[config.mk]
export PLATFORM = sky130hd
export DESIGN_NAME = bounce_emulator
export DESIGN_NICKNAME = d
export VERILOG_FILES = /design/src/rtl/bounce_emulator.sv
export SDC_FILE = /design/constraint.sdc
export NUM_CORES = 1
export LEC_CHECK = 0
export ABC_CLOCK_PERIOD_IN_PS = 1900
export CAP_MARGIN = 20
export CORE_MARGIN = 8
export CORE_UTILIZATION = 45
export DETAILED_ROUTE_END_ITERATION = 10
export PLACE_DENSITY_LB_ADDON = 0.15
export SETUP_SLACK_MARGIN = 0.15
export SLEW_MARGIN = 10
export SYNTH_ARGS = -nofsm -noshare
export SYNTH_HDL_FRONTEND = slang
export SYNTH_SLANG_ARGS = --single-unit
[constraint.sdc]
create_clock -name clk -period 1.9 [get_ports clk]
set_input_delay 0.19 -clock clk [delete_from_list [all_inputs] [get_ports clk]]
set_output_delay 0.19 -clock clk [all_outputs]
set_load 0.01 [all_outputs]
[src/rtl/bounce_emulator.sv]
// Mechanical switch emulator: turns a clean level request into a bouncy edge
// train with LFSR-randomised segment widths, then holds the final level settled.
module bounce_emulator #(
    parameter int          CNT_W      = 16,
    parameter int          WR_W       = 3,
    parameter int          MIN_W      = 2,
    parameter int          SETTLE_CYC = 1000,
    parameter logic [15:0] LFSR_SEED  = 16'hACE1
) (
    input  logic       clk,
    input  logic       rst,
    input  logic       level_req,
    input  logic [3:0] bounces_cfg,
    output logic       sw_out,
    output logic       busy,
    output logic       done
);
    localparam logic [15:0]      LFSR_TAPS = 16'hB400;
    localparam logic [CNT_W-1:0] MIN_M1    = CNT_W'(MIN_W - 1);
    localparam logic [CNT_W-1:0] SETTLE_M1 = CNT_W'(SETTLE_CYC - 1);

    typedef enum logic [1:0] {
        IDLE   = 2'd0,
        HOLD   = 2'd1,
        SETTLE = 2'd2
    } state_t;

    state_t           state_reg, state_next;
    logic [15:0]      lfsr_reg, lfsr_next;
    logic [4:0]       edges_left_reg, edges_left_next;
    logic [CNT_W-1:0] timer_reg, timer_next;
    logic             sw_reg, sw_next;
    logic             busy_reg, busy_next;
    logic             done_reg, done_next;

    logic [CNT_W-1:0] seg_load;
    logic             timer_expired;

    // Galois step: the bit shifted out of position 0 is folded into the taps.
    generate
        for (genvar gi = 0; gi < 16; gi++) begin : g_lfsr
            if (gi == 15) begin : g_top
                assign lfsr_next[gi] = LFSR_TAPS[gi] & lfsr_reg[0];
            end else begin : g_mid
                assign lfsr_next[gi] = lfsr_reg[gi+1] ^ (LFSR_TAPS[gi] & lfsr_reg[0]);
            end
        end
    endgenerate

    // The timer holds "cycles remaining minus one", so a load of W-1 expires
    // exactly W cycles after the edge that loaded it.
    assign seg_load      = MIN_M1 + CNT_W'(lfsr_reg[WR_W-1:0]);
    assign timer_expired = (timer_reg == '0);

    always_ff @(posedge clk or negedge rst) begin
        if (!rst) begin
            state_reg      <= IDLE;
            lfsr_reg       <= LFSR_SEED;
            edges_left_reg <= '0;
            timer_reg      <= '0;
            sw_reg         <= 1'b0;
            busy_reg       <= 1'b0;
            done_reg       <= 1'b0;
        end else begin
            state_reg      <= state_next;
            lfsr_reg       <= lfsr_next;
            edges_left_reg <= edges_left_next;
            timer_reg      <= timer_next;
            sw_reg         <= sw_next;
            busy_reg       <= busy_next;
            done_reg       <= done_next;
        end
    end

    always_comb begin
        state_next      = state_reg;
        edges_left_next = edges_left_reg;
        timer_next      = timer_reg;
        sw_next         = sw_reg;
        busy_next       = busy_reg;
        done_next       = 1'b0;

        case (state_reg)
            IDLE: begin
                busy_next = 1'b0;
                if (level_req != sw_reg) begin
                    sw_next         = ~sw_reg;
                    edges_left_next = {bounces_cfg, 1'b0};
                    timer_next      = seg_load;
                    busy_next       = 1'b1;
                    state_next      = HOLD;
                end
            end
            HOLD: begin
                if (!timer_expired) begin
                    timer_next = timer_reg - 1'b1;
                end else if (edges_left_reg != '0) begin
                    sw_next         = ~sw_reg;
                    edges_left_next = edges_left_reg - 1'b1;
                    timer_next      = seg_load;
                end else begin
                    timer_next = SETTLE_M1;
                    state_next = SETTLE;
                end
            end
            SETTLE: begin
                if (!timer_expired) begin
                    timer_next = timer_reg - 1'b1;
                end else begin
                    done_next  = 1'b1;
                    busy_next  = 1'b0;
                    state_next = IDLE;
                end
            end
            default: begin
                state_next = IDLE;
                busy_next  = 1'b0;
            end
        endcase
    end

    assign sw_out = sw_reg;
    assign busy   = busy_reg;
    assign done   = done_reg;

endmodule

## Word level (Yosys, flattened, before mapping)

Cells that the tools add are included.

| operators by class | value |
|---|---|
| muxes and demuxes | 23 |
| equality and inequality tests | 9 |
| bitwise logic cells | 5 |
| add/sub/neg operators | 3 |
| reduce and logical (&&, ||, !) cells | 9 |

Operator list:

| operator | count |
|---|---|
| $mux 16 | 3 |
| $pmux 16 s3 | 1 |
| $logic_not 16->1 | 1 |
| $sub 16x1->16 const B | 1 |
| $mux 5 | 3 |
| $ne 2x2->1 const B | 6 |
| $mux 10 | 1 |
| $pmux 5 s2 | 1 |
| $mux 2 | 4 |
| $reduce_and 4->1 | 2 |
| $mux 1 | 7 |
| $pmux 2 s3 | 1 |
| $reduce_bool 5->1 | 1 |
| $sub 5x1->5 const B | 1 |
| $add 1x3->4 const A | 1 |
| $pmux 1 s3 | 1 |
| $reduce_and 3->1 | 1 |
| $reduce_bool 3->1 | 1 |
| $xor 1x1->1 | 3 |
| $eq 2x1->1 const B | 1 |
| $eq 2x2->1 const B | 1 |
| $logic_not 2->1 | 1 |
| $not 1->1 | 2 |
| $pmux 1 s2 | 1 |
| 3 further kinds | 3 |

| word-level totals | value |
|---|---|
| output and inout bits | 3 |
| logic and storage cells | 56 |
| flip-flop bits (word level) | 42 |
| input port bits | 7 |

## Longest topological paths before layout

| logic depth | value |
|---|---|
| depth after elaboration | 4 |
| depth in mapped cells | 8 |
| gate-level depth less buffers | 7 |

## Worst setup path before layout

No wires, ideal clock.

| timing path | value |
|---|---|
| kind | register -> register |
| start point | reg state_reg[1] |
| end point | reg timer_reg[0] |
| slack | 8 ps |
| data required time | 1818 ps |
| library setup time | 82 ps |
| stages on the path, launching flop included | 9 |
| path buffers | 2 |
| clock period less this slack | 1892 ps |
| arrival time | 1809 ps |
| path through | dfrtp_1 > inv_1 > ha_1 > clkbuf_1 > nor3_1 > a211oi_2 > buf_4 > o21ai_0 > o22ai_1 |

| between the ends | value |
|---|---|
| word-level cells in the longest chain between the ends | 3 |
| elaborated cells on any way between the ends | 8 |
| those cells by class | eq/ne (4); mux (1); reduce/logical (3) |

Ends and longest elaborated chain:

| item | RTL line | source |
|---|---|---|
| start, declared | 28 | `state_t state_reg, state_next;` |
| start signal, assigned | 65 | `state_reg <= state_next;` |
| $eq 2x2->1, or another cell as far along | 83 | `case (state_reg)` |
| $ne 2x2->1 (no line) / $reduce_bool 3->1 (equally long branches) | -- |  |
| $reduce_and 3->1 (no line) | -- |  |
| end signal, assigned | 68 | `timer_reg <= timer_next;` |
| end, declared | 31 | `logic [CNT_W-1:0] timer_reg, timer_next;` |

Parallel ways exist; a longest one is shown, timed or not.
A chain may end at the register's enable or synchronous reset.

## Worst setup path after layout

| timing path | value |
|---|---|
| start point | reg timer_reg[1] |
| end point | reg timer_reg[6] |

| between the ends | value |
|---|---|
| word-level cells in the longest chain between the ends | 3 |
| elaborated cells on any way between the ends | 7 |
| those cells by class | add/sub (1); eq/ne (1); mux (3); reduce/logical (2) |

Ends and longest elaborated chain:

| item | RTL line | source |
|---|---|---|
| $sub 16x1->16 / $logic_not 16->1 (equally long branches) | 96, 108, 53 |  |
| $mux 16, or another cell as far along | 107 | `if (!timer_expired) begin` |
| $pmux 16 s3 / $reduce_and 3->1 (equally long branches) | -- |  |

Parallel ways exist; a longest one is shown, timed or not. The select of a mux whose other input is x is not followed.

==> flow_summary.ini <==
[status]
status = finished, final reports clean

[routing]
drtIter0Drc = 56
vias = 1921
drt-total-wl_mm = 5.34
via_per_inst = 5.46
drcViolationCount = 0
ant_nets = 0
post_drt_wl_per_cell_um = 15.2
dr.pass1.iters = 4

[clock_tree]
clock_sinks = 42
cts_buffer_depth = 2
cts-root-buf = clkbuf_8
cts_buffers = 5
clk_latency_ps = 290
clk_pin_slew_ps = 90
cts_tree = done
cts.htree.levels = 2

[min_path]
hp-class = primary input to async pin

[logic_synthesis]
seq_area_frac_synth_pct = 45.6
ys_seq_elements = 42
async_reset_ff_share_pct = 100
netlist-cell-type-count = 58
synth_area_per_cell_um2 = 10.1
synth-edff-count = 0
synth_cells = 230
synth_area_um2 = 2330
ys_warn_count = 0
syn_nets = 245
ys.flop_type = dfrtp_1

[worst_setup_path]
critPathLaunchType = flip-flop
crit_required_ps = 2080
cp_max_fo = 6
critPathKind = flip-flop to flip-flop
crit_path_end_kind = flip-flop
arrival_ps = 2040

[grt]
grtUsageTotal_pct = 15.1
busiest_layer = met2
grt.met2_usage_pct = 25.0
grt_antenna_before_repair = 0
grt_pass1_wl_mm = 9.22
grt_pass1_vias = 1956
grt_overflow = 0
grt_max_degree = 21
gr-usage-met3_pct = 3.19
met1_usage_pct = 19.7

[floorplan]
dieArea_um2 = 7730
start_util_pct = 46.2
die_x_um = 87.9
die_y_um = 87.9
rows = 26
coreArea_um2 = 5040
pin_count = 10

[sta]
fin_crit_sh_pct = 98.3
worstMarginPinSlew_ps = 458
fmax_ghz = 0.535
fin_crit_ps = 1870
setup_viol = 0
hold_viol = 0
tns_ps = 0
skew_ps = 7.60
rsz0062_at_grt = true
max-slew-margin-rel_pct = 69.1
slew_viol_final = 0

[pwr]
power_density_nw_per_um2 = 1700
p_int_uw = 2940
switching_share_pct = 43.6
power.share.clock_pct = 11.1
leakagePower_uw = 0.00132
p_switching_uw = 2280
p_seq_share_pct = 25.8
pwr-share-comb_pct = 63.1
ir_drop_uv = 947

[cells_and_area]
final_cells = 352
final_common_cell = buf_4
fillCellCount = 420
final_cell_mix = 36 x buf_4, 32 x dfrtp_1, 17 x nor2_1
areaGrowthSynthToFinish_pct = 31.6
final_nets = 296
layout-drive-gt1-share_pct = 37.6
antennaDiodeCount = 0

[place]
place_congestion = 0.855
dp_hpwl_mm = 3.77
portBuffers = 9
dp_cells = 338

[job]
cap_violations = 0
-- worst max-delay path: stages (launching register included) --
cell and delay (ps):
dfrtp_1 390, inv_2 80, ha_4 120, nor4b_4 270, and4_4 340, a211o_1 230, buf_6 150, a21oi_1 40
a2bb2oi_1 120
-- layout make-up --
type / count / area (um2) / share of cell area, %
clock buffer: 5 / 68.8 / 2.25
timing repair buffer: 53 / 444 / 14.5
clock inverter: 3 / 21.3 / 0.694
inverter: 14 / 52.6 / 1.72
sequential: 42 / 1060 / 34.7
tap: 70 / 87.6 / 2.86
multi-input combinational: 165 / 1330 / 43.3
-- Yosys cell counts (2+ instances only) --
library cell	count	area share (%)
nand2_1	18	2.9
xor2_1	5	1.9
a22o_1	2	0.75
nor4_1	4	1.1
a211oi_2	2	1.1
inv_1	13	2.1
or4_4	2	0.97
dfstp_2	8	9.0
a21o_1	2	0.64
o22ai_1	3	0.81
o211ai_1	3	0.97
o21ai_0	15	3.2
nor3_1	8	1.7
ha_1	8	4.3
a2bb2oi_1	4	1.5
nor2_1	18	2.9
o21ai_1	3	0.64
dfrtp_1	34	37
a21oi_1	12	2.6
nand3_1	6	1.3
a31oi_1	7	1.9
or3_1	2	0.54
and2_1	2	0.54
buf_6	2	0.97
nor4_4	2	1.8
a211oi_1	2	0.64
a41oi_1	2	0.75
nand4b_1	2	0.75
nand4_1	2	0.54
xnor2_1	2	0.75
o22a_1	3	1.1
clkbuf_1	6	0.97
-- power by group through the flow --
stage	clock network (uW)	logic [uW]	registers, uW
after floorplan	0	1870	1330
after global placement	0	2800	1340
after detailed placement	0	2820	1340
after CTS	601	3120	1330
after global routing	628	3620	1380
final	580	3290	1340
-- kinds of logic (layout without fill, tap and decap cells) --
group	count (synthesis)	count (layout)	share of synthesized area (%)
AO/OA/AOI/OAI	72	73	22.2
XOR/XNOR	7	7	2.63
adder cells (fa/ha/maj)	8	8	4.30
buffers and inverters	24	75	4.73
flip-flops	42	42	45.6
multiplexers	1	1	0.430
AND/OR/NAND/NOR	76	76	20.1
-- through the flow --
| step | total power [uW] | utilization, % | setup slack, ps | area, um2 | hold slack [ps] |
|---|---|---|---|---|---|
| 2_1_floorplan | 3190 | - | 111 | 2350 | -106 |
| 3_3_place_gp | 4140 | 54.5 | -23.1 | 2750 | 56.1 |
| 3_5_place_dp | 4160 | 54.5 | -58.0 | 2750 | 50.5 |
| 4_1_cts | 5050 | 58.9 | 40.6 | 2970 | 284 |
| 5_1_grt | 5620 | 60.7 | -30.7 | 3060 | 286 |
| 6_report | 5220 | 60.7 | 32.5 | 3060 | 279 |
-- path summary, 6_finish.rpt --
path,from,slack [ps],end,cells after the start
worst max-delay path,timer_reg[1],30,timer_reg[6],8
worst min-delay path,rst,280,lfsr_reg[3],2
worst max register to register,timer_reg[1],30,timer_reg[6],8
worst min register to register,lfsr_reg[12],360,lfsr_reg[11],0
max in group asynchronous,rst,1050,lfsr_reg[15],3
min in group clk,lfsr_reg[12],360,lfsr_reg[11],0
-- metal layers --
layer / part of all wire [%] / vias to the layer above / routed length, um
met5: 0 / - / 0
met4: 0.66 / 0 / 35
met3: 3.0 / 4 / 159
met2: 48 / 34 / 2570
met1: 48 / 931 / 2580
li1: - / 952 / -
-- repair_timing --
item,in CTS,in global routing
gates resized for setup,24,20
setup endpoints to repair,23,25
setup buffers,3,1
endpoints found under the hold margin,7,0
pin swaps,21,16
gates cloned,1,0
hold buffers,1,0
Power figures use the tool's default switching activity.
